File: src/rtl/titan_pkg.sv
// Shared defaults and state encoding for the operand-fetch stage.
package titan_pkg;
    localparam int REGBITS_DEF = 5;
    localparam int WIDTH_DEF   = 32;

    typedef enum logic [1:0] {
        ST_IDLE,
        ST_HAZ,
        ST_READ,
        ST_VALID
    } of_state_e;
endpackage

File: src/rtl/op_scoreboard.sv
// Pending-write scoreboard: one bit per register plus one for the return-address
// register, with a combinational hazard check over two sources and RA.
module op_scoreboard #(
    parameter int REGBITS = 5
) (
    input  logic               clk,
    input  logic               reset,
    input  logic               set_en_i,
    input  logic [REGBITS-1:0] set_addr_i,
    input  logic               set_ra_i,
    input  logic               clr_en_i,
    input  logic [REGBITS-1:0] clr_addr_i,
    input  logic               clr_ra_i,
    input  logic [REGBITS-1:0] src_a_i,
    input  logic [REGBITS-1:0] src_b_i,
    input  logic               use_ra_i,
    output logic               hazard_o
);
    localparam int NREG = 1 << REGBITS;

    logic [NREG-1:0] pend_q, pend_d;
    logic            pend_ra_q, pend_ra_d;

    // Clear applied before set so a same-cycle set on the same register wins.
    always_comb begin
        pend_d = pend_q;
        if (clr_en_i) pend_d[clr_addr_i] = 1'b0;
        if (set_en_i) pend_d[set_addr_i] = 1'b1;
        pend_d[0] = 1'b0;
        pend_ra_d = (pend_ra_q & ~clr_ra_i) | set_ra_i;
    end

    always_ff @(posedge clk) begin
        if (reset) begin
            pend_q    <= '0;
            pend_ra_q <= 1'b0;
        end else begin
            pend_q    <= pend_d;
            pend_ra_q <= pend_ra_d;
        end
    end

    assign hazard_o = pend_q[src_a_i] | pend_q[src_b_i] | (use_ra_i & pend_ra_q);
endmodule

File: src/rtl/operand_fetch.sv
// Operand-fetch stage: holds one decoded instruction, waits out RAW hazards,
// reads the register file (with writeback bypass) and hands operands to execute.
module operand_fetch
    import titan_pkg::*;
#(
    parameter int REGBITS = REGBITS_DEF,
    parameter int WIDTH   = WIDTH_DEF
) (
    input  logic               clk,
    input  logic               reset,
    input  logic               in_valid,
    output logic               in_ready,
    input  logic [REGBITS-1:0] in_rs,
    input  logic [REGBITS-1:0] in_rt,
    input  logic [REGBITS-1:0] in_rdest,
    input  logic               in_wr,
    input  logic               in_use_ra,
    input  logic               in_ra_wr,
    output logic [REGBITS-1:0] rf_rs,
    output logic [REGBITS-1:0] rf_rt,
    input  logic [WIDTH-1:0]   rf_rs_data,
    input  logic [WIDTH-1:0]   rf_rt_data,
    input  logic [WIDTH-1:0]   rf_ra_data,
    input  logic               wb_en,
    input  logic [REGBITS-1:0] wb_addr,
    input  logic [WIDTH-1:0]   wb_data,
    input  logic               wb_ra_en,
    input  logic [WIDTH-1:0]   wb_ra_data,
    output logic               out_valid,
    input  logic               out_ready,
    output logic [WIDTH-1:0]   out_a,
    output logic [WIDTH-1:0]   out_b,
    output logic [WIDTH-1:0]   out_ra,
    output logic [REGBITS-1:0] out_rdest,
    output logic               out_wr,
    output logic               out_ra_wr
);
    of_state_e          state_q, state_d;
    logic [REGBITS-1:0] rs_q, rt_q, rdest_q;
    logic               wr_q, use_ra_q, ra_wr_q;
    logic [WIDTH-1:0]   a_q, b_q, ra_q, a_d, b_d, ra_d;
    logic               wb_en_q, wb_ra_en_q;
    logic [REGBITS-1:0] wb_addr_q;
    logic [WIDTH-1:0]   wb_data_q, wb_ra_data_q;
    logic               hazard, fire;

    op_scoreboard #(.REGBITS(REGBITS)) u_sb (
        .clk        (clk),
        .reset      (reset),
        .set_en_i   (fire & wr_q & (rdest_q != '0)),
        .set_addr_i (rdest_q),
        .set_ra_i   (fire & ra_wr_q),
        .clr_en_i   (wb_en),
        .clr_addr_i (wb_addr),
        .clr_ra_i   (wb_ra_en),
        .src_a_i    (rs_q),
        .src_b_i    (rt_q),
        .use_ra_i   (use_ra_q),
        .hazard_o   (hazard)
    );

    always_comb begin
        state_d   = state_q;
        in_ready  = 1'b0;
        out_valid = 1'b0;
        fire      = 1'b0;
        case (state_q)
            ST_IDLE: begin
                in_ready = ~reset;
                if (in_valid) state_d = ST_HAZ;
            end
            ST_HAZ:   if (!hazard) state_d = ST_READ;
            ST_READ:  state_d = ST_VALID;
            ST_VALID: begin
                out_valid = 1'b1;
                if (out_ready) begin
                    fire    = 1'b1;
                    state_d = ST_IDLE;
                end
            end
            default:  state_d = ST_IDLE;
        endcase
    end

    // The register file reads before it writes, so a writeback on the sampling
    // edge is only visible through the registered copy below.
    always_comb begin
        a_d  = rf_rs_data;
        b_d  = rf_rt_data;
        ra_d = rf_ra_data;
        if (wb_en_q && wb_addr_q == rs_q) a_d = wb_data_q;
        if (wb_en_q && wb_addr_q == rt_q) b_d = wb_data_q;
        if (wb_ra_en_q) ra_d = wb_ra_data_q;
        if (rs_q == '0) a_d = '0;
        if (rt_q == '0) b_d = '0;
    end

    always_ff @(posedge clk) begin
        if (reset) begin
            state_q      <= ST_IDLE;
            rs_q         <= '0;
            rt_q         <= '0;
            rdest_q      <= '0;
            wr_q         <= 1'b0;
            use_ra_q     <= 1'b0;
            ra_wr_q      <= 1'b0;
            a_q          <= '0;
            b_q          <= '0;
            ra_q         <= '0;
            wb_en_q      <= 1'b0;
            wb_addr_q    <= '0;
            wb_data_q    <= '0;
            wb_ra_en_q   <= 1'b0;
            wb_ra_data_q <= '0;
        end else begin
            state_q      <= state_d;
            wb_en_q      <= wb_en;
            wb_addr_q    <= wb_addr;
            wb_data_q    <= wb_data;
            wb_ra_en_q   <= wb_ra_en;
            wb_ra_data_q <= wb_ra_data;
            if (state_q == ST_IDLE && in_valid) begin
                rs_q     <= in_rs;
                rt_q     <= in_rt;
                rdest_q  <= in_rdest;
                wr_q     <= in_wr;
                use_ra_q <= in_use_ra;
                ra_wr_q  <= in_ra_wr;
            end
            if (state_q == ST_READ) begin
                a_q  <= a_d;
                b_q  <= b_d;
                ra_q <= ra_d;
            end
        end
    end

    assign rf_rs     = (state_q == ST_IDLE) ? in_rs : rs_q;
    assign rf_rt     = (state_q == ST_IDLE) ? in_rt : rt_q;
    assign out_a     = a_q;
    assign out_b     = b_q;
    assign out_ra    = ra_q;
    assign out_rdest = rdest_q;
    assign out_wr    = wr_q;
    assign out_ra_wr = ra_wr_q;
endmodule

File: config.mk
export PLATFORM = sky130hd
export DESIGN_NAME = operand_fetch
export DESIGN_NICKNAME = d
export VERILOG_FILES = /design/src/rtl/titan_pkg.sv /design/src/rtl/op_scoreboard.sv /design/src/rtl/operand_fetch.sv
export SDC_FILE = /design/constraint.sdc
export NUM_CORES = 1
export LEC_CHECK = 0
export BUFFER_PORTS_ARGS = -buffer_cell sky130_fd_sc_hd__buf_2
export CORE_MARGIN = 8
export CORE_UTILIZATION = 51
export DETAILED_ROUTE_END_ITERATION = 8
export GPL_TIMING_DRIVEN = 0
export PLACE_DENSITY = 0.8
export SYNTH_ARGS = -nofsm -noshare
export SYNTH_HDL_FRONTEND = slang
export SYNTH_HIERARCHICAL = 1
export SYNTH_SLANG_ARGS = --single-unit
File: constraint.sdc
create_clock -name clk -period 2.35 [get_ports clk]
set_input_delay 0.1175 -clock clk [delete_from_list [all_inputs] [get_ports clk]]
set_output_delay 0.1175 -clock clk [all_outputs]
set_load 0.01 [all_outputs]
* Word level (Yosys, flattened, before mapping)
Index checks and enable logic that the tools add are counted.
** Cells by class
- Equality and inequality tests :: 8
- Reduce and logical (&&, ||, !) cells :: 10
- Add/subtract/negate cells :: 0
- Divide/modulo/power cells :: 0
- Multiply operators :: 0
- Bitwise gates (word level) :: 13
- Shift-type cells :: 0
- Order comparisons :: 6
- Mux-type cells :: 25
** Operators by type and width (number)
- 32-bit 2-to-1 mux :: 7
- 32-bit bitwise AND :: 1
- 32-bit NOT :: 1
- 32-bit bitwise OR :: 1
- 5-bit by 6-bit less-than comparator with 1-bit output, second input constant :: 4
- 1-bit binary-select mux with 5-bit select :: 2
- 1-bit demux with 5-bit select :: 2
- 5-bit equality test :: 2
- 5-bit by 1-bit >= comparator with 1-bit output, second input constant :: 2
- 5-bit logical NOT :: 2
- 5-bit 2-to-1 mux :: 2
- 1-bit 2-to-1 mux :: 8
- 2-bit one-hot mux with 4 select lines :: 1
- 2-bit 2-to-1 mux :: 3
- 2-bit inequality test, second input constant :: 3
- 1-bit bitwise AND :: 5
- 1-bit logical AND :: 5
- 5-bit nonzero test :: 1
- 2-bit equality test, second input constant :: 2
- 1-bit bitwise OR :: 3
- 3-bit AND reduction :: 1
- 2-bit by 1-bit equality test with 1-bit output, second input constant :: 1
- 2-bit logical NOT :: 1
- 1-bit NOT :: 2
** Word-level totals
- Latch bits :: 0
- Memories kept :: 0
- Memory bits (writable) :: 0
- Flip-flop bits (word level) :: 220
- Input port bits :: 189
- ROM bits :: 0

* Depth between registers and ports, before layout
Gate-level depths: netlist of the first run.
- Word-level depth :: 9
- Depth in mapped cells :: 10
- Depth with buffers taken out :: 9

* By module
Netlist of the first run, hierarchy kept.
** By module, submodules not included
- operand_fetch :: area an instance 7623.6 um2, instances 1, seq. area each 3743.6 um2, cells an instance 790
- op_scoreboard :: area an instance 1873.0 um2, instances 1, seq. area each 640.6 um2, cells an instance 216

* Least setup slack after synthesis of the first run
Ideal clock, no wire load.
- Kind :: reg2reg
- Start :: register rs_q[1]
- End :: register state_q[0]
- Required time :: 2216 ps
- Path buffers :: 1
- Setup time :: 134 ps
- Setup slack :: 295 ps
- Clock period less this slack :: 2055 ps
- Cell stages (with the launch flop) :: 10
- Arrival time :: 1921 ps
- Cells stage by stage :: dfxtp_1 buf_2 mux4_2 mux2_2 nand3_1 o2111ai_1 nand2_1 o221ai_1 nor3_1 a211oi_1
** Between the ends
- Cells in the longest elaborated chain, start to end :: 6
** Ends and longest elaborated chain
- start: declaration :: line operand_fetch.sv:39 : logic [REGBITS-1:0] rs_q, rt_q, rdest_q;
- start signal: assignment :: line operand_fetch.sv:123 : rs_q <= in_rs;
- 1-bit binary-select mux with 5-bit select :: line op_scoreboard.sv:43 : assign hazard_o = pend_q[src_a_i] | pend_q[src_b_i] | (use_ra_i & pend_ra_q);
- 1-bit 2-to-1 mux (implied by the code) :: line op_scoreboard.sv:43
- 1-bit bitwise OR (2 in a row) :: line op_scoreboard.sv:43
- via hazard :: line operand_fetch.sv:45 : logic hazard, fire;
- 2-bit inequality test (no source line)
- 3-bit AND reduction (no source line)
- end signal: assignment :: line operand_fetch.sv:116 : state_q <= state_d;
- end: declaration :: line operand_fetch.sv:38 : of_state_e state_q, state_d;
The timed path passes the listed nets, and every way through them passes these cells. The select of a mux whose other input is x is not followed.
A chain may end at the register's enable or synchronous reset.

* Final worst setup path of the first run
- Start :: register rt_q[2]
- End :: register state_q[0]
** Between the ends
- Cells in the longest elaborated chain, start to end :: 6
** Ends and longest elaborated chain
- start: declaration :: line operand_fetch.sv:39
- start signal: assignment :: line operand_fetch.sv:124 : rt_q <= in_rt;
- 1-bit binary-select mux with 5-bit select :: line op_scoreboard.sv:43
- 1-bit 2-to-1 mux (implied by the code) :: line op_scoreboard.sv:43
- 1-bit bitwise OR (2 in a row) :: line op_scoreboard.sv:43
- via hazard :: line operand_fetch.sv:45
- 2-bit inequality test (no source line)
- 3-bit AND reduction (no source line)
The timed path passes the listed nets, and every way through them passes these cells. The select of a mux whose other input is x is not followed.

==> flow_summary.toml, run 1 <==
[run_status]
status = "completed"

[yosys]
dominantRegCellSynth = "dfxtp_1"
ys_types = 50
synthCells = 1006
synth_nets = 1200
avgSynthCellArea_um2 = 9.44
ys_ff_latch = 219
syn-cell-area_mm2 = 0.00950
yosysSeqAreaShare_pct = 46.2
yosys_warnings = 6
synth_edf_count = 0
async_flop_share_pct = 0

[detailed_routing]
drtIter0Drc = 783
vias_per_cell = 5.82
wl_per_cell_um = 21.3
routed_wl_um = 37800
vias = 10300
drc_errors = 0
dr.pass1.iters = 5
antenna_left = 0

[die]
rows = 50
ios = 304
start_util_pct = 51.3
dieArea_mm2 = 0.0232
die_h_um = 152
core_mm2 = 0.0185
die_w_um = 152

[placed_design]
dp_hpwl_um = 23000
gp_congestion = 0.915
place_ws_ns = -0.0203
dpl.cell_count = 1543
port_buffers = 303

[global_routing]
grt_max_degree = 13
grtUsageTotal_pct = 31.0
grt_overflow = 0
grt_pass1_wl_um = 58800
antenna_found_initial = 4
grt_pass1_vias = 10900

[clocking]
cts-root-buf = "clkbuf_16"
cts.sinks = 219
h-tree-depth = 1
numCtsBuffers = 24
cts_tree = "yes"
cts_setup_buffers = 0
clockBufferDepth = 3
clk_pin_slew_ns = 0.06
clock_latency_ns = 0.52

[final_layout]
fin_nets = 1714
syn2layout_area_growth_pct = 47.2
drive_gt1_share_pct = 31.1
fin_cells = 1772

[worst_setup_path]
endpoint_kind = "flip-flop"
ff2ff_setup_slack_ns = 0.1
slowest_stage = "mux4_1"
start_kind = "flip-flop"
crit_required_ns = 2.73
reg2reg_depth = 10
critical_path.top_delay_family = "compound AO/OA/AOI/OAI gates"
critical_path_class = "flip-flop to flip-flop"
crit_arrival_ns = 2.63
endpoint = "state_q[0]"
startpoint = "rt_q[2]"
r2r_end = "state_q[0]"
path_buf_inv = 2
r2r-start = "rt_q[2]"
cp_num_cells = 10
critical_path.cell_chain = "buf_6 -> mux4_1 -> inv_1 -> o311ai_1 -> o22ai_1 -> o2111ai_2 -> nand2_1 -> o221ai_2 -> nor3_1 -> a211oi_1"
cp_slowest_stage_delay_ns = 0.55
cp_max_fo = 9

[sta]
setup_violations = 0
max_freq_mhz = 444
fin_crit_sh_pct = 95.8
drv_slew = 0
worst_slew_pin_slew_ns = 0.744
hold_viol_final = 0
rsz0062_at_grt = "false"
setup_tns_ns = 0
maxSlewHeadroom_pct = 50.4
finalClockSkew_ns = 0.0212
setup_slack_ns = 0.0986
period_minus_slack_ns = 2.25

[power_and_ir_drop]
power.leakage_nw = 6.12
vdd_drop_max_mv = 0.595
power_density_mw_per_mm2 = 789

[flow_run]
cap_violations = 0

[hold_path]
hold_class = "input pin to flip-flop"
==> power by group <==
group          switching, mW  total, mW  internal (mW)
sequential             0.321       4.43           4.11
combinational           1.71       2.93           1.22
clock                   1.50       3.66           2.16
==> metal layers <==
layer	part of all wire, %	up-vias	GRT usage [%]
met2	49	735	55.2
met5	0.026	-	0
met1	36	4830	33.7
met4	5.3	2	14.8
li1	-	4575	-
met3	10	176	8.34
==> registers in the layout (all words and copies together), names as in the netlist <==
signal          cells
out_a              32
out_b              32
out_ra             32
out_ra_wr           1
out_rdest           5
out_wr              1
rs_q                5
rt_q                5
state_q             2
u_sb/pend_q        31
u_sb/pend_ra_q      1
use_ra_q            1
wb_addr_q           5
wb_data_q          32
wb_en_q             1
wb_ra_data_q       32
wb_ra_en_q          1
==> Yosys cell counts, types with 2 or more instances <==
cell type / n / share of area (%)
nand3b_1: 7 / 0.55
nor3_1: 5 / 0.26
and2_1: 5 / 0.33
nand4_1: 65 / 4.3
inv_1: 8 / 0.32
xor2_1: 8 / 0.74
nor2b_1: 72 / 4.7
a21oi_1: 52 / 2.7
nand4b_1: 2 / 0.18
clkbuf_1: 43 / 1.7
mux2i_1: 33 / 3.5
o211ai_2: 60 / 7.9
ha_1: 5 / 0.66
xnor2_1: 2 / 0.18
nand2_1: 207 / 8.2
and3_1: 3 / 0.20
buf_12: 6 / 1.3
o21ai_0: 32 / 1.7
buf_6: 5 / 0.59
mux4_2: 13 / 3.1
nor4_4: 2 / 0.45
nor2_1: 47 / 1.9
mux2_2: 11 / 1.3
nor3b_1: 4 / 0.32
dfxtp_1: 219 / 46
a211oi_1: 33 / 2.6
o211ai_1: 4 / 0.32
or3b_2: 2 / 0.18
buf_1: 4 / 0.16
and3b_1: 2 / 0.18
nand3_1: 6 / 0.32
buf_2: 21 / 1.1
==> per-stage QoR <==
stage	util, %	hold slack [ns]	total power [mW]	cell area (um2)
floorplan	-	0.187	5.96	9500
global placement	61.1	0.324	6.93	11300
detailed placement	61.1	0.331	6.99	11300
CTS	75.2	0.00805	10.8	13900
global route	75.4	0.0461	11.4	14000
finish	75.5	0.0445	11.0	14000
==> worst min path at each step <==
stage	startpoint	end	slack, ns	cells after the start
CTS	out_ready	u_sb/pend_ra_q	0.008	4
global route	rf_ra_data[5]	out_ra[5]	0.05	3
detailed placement	wb_ra_data[17]	wb_ra_data_q[17]	0.33	2
global placement	wb_ra_data[25]	wb_ra_data_q[25]	0.32	2
finish	out_ready	u_sb/pend_ra_q	0.04	4
floorplan	reset	u_sb/pend_q[8]	0.19	1
==> worst min-delay path, cell delays in order <==
cell and delay (ns):
buf_2 0.12, and3_1 0.16, a21oi_1 0.04, nor2_1 0.08
==> layout make-up <==
| cell class | instances | area, um2 |
|---|---|---|
| multi-input combinational | 699 | 4650 |
| clock inverter | 5 | 53.8 |
| antenna | 5 | 12.5 |
| sequential | 219 | 4390 |
| timing repair buffer | 488 | 3370 |
| buffer | 80 | 473 |
| tap | 234 | 293 |
| fill | 1105 | 4540 |
| inverter | 8 | 30.0 |
| clock buffer | 34 | 699 |
==> what timing repair did <==
action                                  CTS  global route
hold buffers                            185             0
gates cloned                              0             0
endpoints found under the setup margin   12            34
gates resized for setup                   5            11
pin swaps                                 0             1
hold endpoints to repair                187             0
==> cells in the final DEF (no fill, tap or decap), drive strengths merged, types with 2 or more instances in the layout <==
cell type,synthesis,final
buf,37,339
dfxtp,219,219
nand2,207,207
dlygate4sd3,0,185
clkbuf,43,78
nor2b,72,72
nand4,65,65
o211ai,64,64
a21oi,54,54
nor2,47,47
mux2i,33,33
a211oi,33,33
o21ai,32,32
mux4,14,14
mux2,13,13
inv,8,9
xor2,8,8
nand3b,7,7
nand3,6,6
diode,0,5
nor3,5,5
and2,5,5
ha,5,5
nor3b,4,4
and3,3,3
clkinv,0,3
nor4,2,2
xnor2,2,2
nand4b,2,2
and3b,2,2
or3b,2,2
a221oi,2,2
==> logic make-up (layout without fill, tap and decap cells) <==
logic type,after synthesis,in the layout,synth area share [%]
xor gates and xnor gates,10,10,0.922
DFF,219,219,46.2
and+or+nand+nor,432,432,22.3
adders and majority gates,5,5,0.659
AOI/OAI and AO/OA,192,192,16.4
other,0,5,0
muxes,60,60,8.42
buffers and inverters,88,615,5.22
Note: power is estimated with default switching activity, not from simulation.
==> run 2, diff against run 1 <==
--- a/config.mk
+++ b/config.mk
@@ -5,7 +5,7 @@
 export SDC_FILE = /design/constraint.sdc
 export NUM_CORES = 1
 export LEC_CHECK = 0
-export BUFFER_PORTS_ARGS = -buffer_cell sky130_fd_sc_hd__buf_2
+export BUFFER_PORTS_ARGS = -buffer_cell sky130_fd_sc_hd__clkbuf_2
 export CORE_MARGIN = 8
 export CORE_UTILIZATION = 51
 export DETAILED_ROUTE_END_ITERATION = 8
==> constraint.sdc (replaced) <==
create_clock -name clk -period 2.35 [get_ports clk]
set_input_delay 0.1175 -clock clk [delete_from_list [all_inputs] [get_ports clk]]
set_output_delay 0.1175 -clock clk [all_outputs]
set_load 0.05 [all_outputs]
==> flow_summary.toml, run 2 (synthesized netlist as in run 1, its figures left out) <==
[final_layout]
drive_gt1_share_pct = 30.7
fin_cells = 1770
fillers = 1142
syn2layout_area_growth_pct = 46.3
fin_nets = 1712
layout_common_cells = "clkbuf_2, dfxtp_1, nand2_1"
final_common_cell = "clkbuf_2"
multiInputGateArea_mm2 = 0.00465
regArea_mm2 = 0.00439

[die]
ios = 304
die_w_um = 152
core_mm2 = 0.0185
dieArea_mm2 = 0.0232
start_util_pct = 51.3
die_h_um = 152
rows = 50

[worst_setup_path]
cp_max_fo = 10
critical_path.cell_chain = "inv_1 -> ha_1 -> buf_2 -> mux2_2 -> clkbuf_2"
start_kind = "flip-flop"
endpoint_kind = "primary output"
path_buf_inv = 3
crit_arrival_ns = 2.13
cp_slowest_stage_delay_ns = 0.42
slowest_stage = "mux2_2"
crit_required_ns = 2.23
critical_path.top_delay_family = "buffers and inverters"
critical_path_class = "flip-flop to primary output"

[sta]
max_freq_mhz = 445
worst_slew_pin_slew_ns = 0.710
setup_slack_ns = 0.104
finalClockSkew_ns = 0.00786
fin_crit_sh_pct = 95.6
hold_viol_final = 0
setup_tns_ns = 0
maxSlewHeadroom_pct = 52.7
period_minus_slack_ns = 2.25
setup_violations = 0
drv_slew = 0

[detailed_routing]
wl_per_cell_um = 21.3
antenna_left = 0
drc_errors = 0
vias = 10200
routed_wl_um = 37700
drtIter0Drc = 825
dr.pass1.iters = 6
vias_per_cell = 5.77

[clocking]
cts.sinks = 219
numCtsBuffers = 23
cts-root-buf = "clkbuf_16"
clock_latency_ns = 0.51
cts_tree = "yes"
h-tree-depth = 1
clk_pin_slew_ns = 0.06
clockBufferDepth = 3

[power_and_ir_drop]
power.leakage_nw = 6.02
power_density_mw_per_mm2 = 853
vdd_drop_max_mv = 0.706

[global_routing]
grt_max_degree = 14
grt_pass1_wl_um = 57800
antenna_found_initial = 5
grt_pass1_vias = 10600
grt_overflow = 0
grtUsageTotal_pct = 30.5

[placed_design]
port_buffers = 303
dpl.cell_count = 1543
gp_congestion = 0.904
dp_hpwl_um = 23000
place_ws_ns = -0.0395

[flow_run]
cap_violations = 0

[run_status]
status = "completed"

[hold_path]
hold_class = "input pin to flip-flop"
[run 2: final timing paths]
kind	from	to	slack, ns	depth (start not counted)
hold / removal	wb_addr[3]	wb_addr_q[3]	0.02	2
setup / recovery	state_q[0]	rf_rs[2]	0.10	5
hold reg to reg	out_a[23]	out_a[23]	0.47	2
setup reg to reg	rt_q[1]	state_q[0]	0.11	10
[run 2: layout make-up]
cell class              count  share of cell area, %
flip-flops and latches    219                   31.6
diodes                      5                 0.0901
multi-input cells         699                   33.5
inverters                   8                  0.216
repair buffers            487                   24.2
well taps                 234                   2.11
plain buffers              80                   3.48
clock buffers              31                   4.43
clock inverters             7                  0.432
[run 2: repair_timing]
action / CTS / global route
setup endpoints to repair: 12 / 53
resized for setup: 6 / 11
setup buffers: 0 / 0
hold buffers: 184 / 0
pin swaps: 0 / 1
gates cloned: 0 / 0
endpoints found under the hold margin: 186 / 0
[run 2: through the flow]
step                      area (um2)  util [%]  power, mW  hold slack [ns]
after floorplan                 9500         -       7.03            0.187
after global placement         11300      61.1       8.00            0.325
after detailed placement       11300      61.1       8.06            0.329
after CTS                      13800      74.7       11.7          0.00250
after global routing           13900      75.0       12.2           0.0284
final                          13900      75.0       11.9           0.0199
[run 2: power by group]
group	internal [mW]	switching (mW)
Combinational	1.21	2.79
Sequential	4.11	0.325
Clock	1.93	1.47
[run 2: layer usage]
layer | vias up | wire length (um) | global-route usage [%]
met5 | - | 0 | 0
met4 | 0 | 1720 | 14.5
met3 | 148 | 4010 | 8.11
met2 | 751 | 18400 | 54.0
met1 | 4732 | 13600 | 33.6
li1 | 4580 | - | -
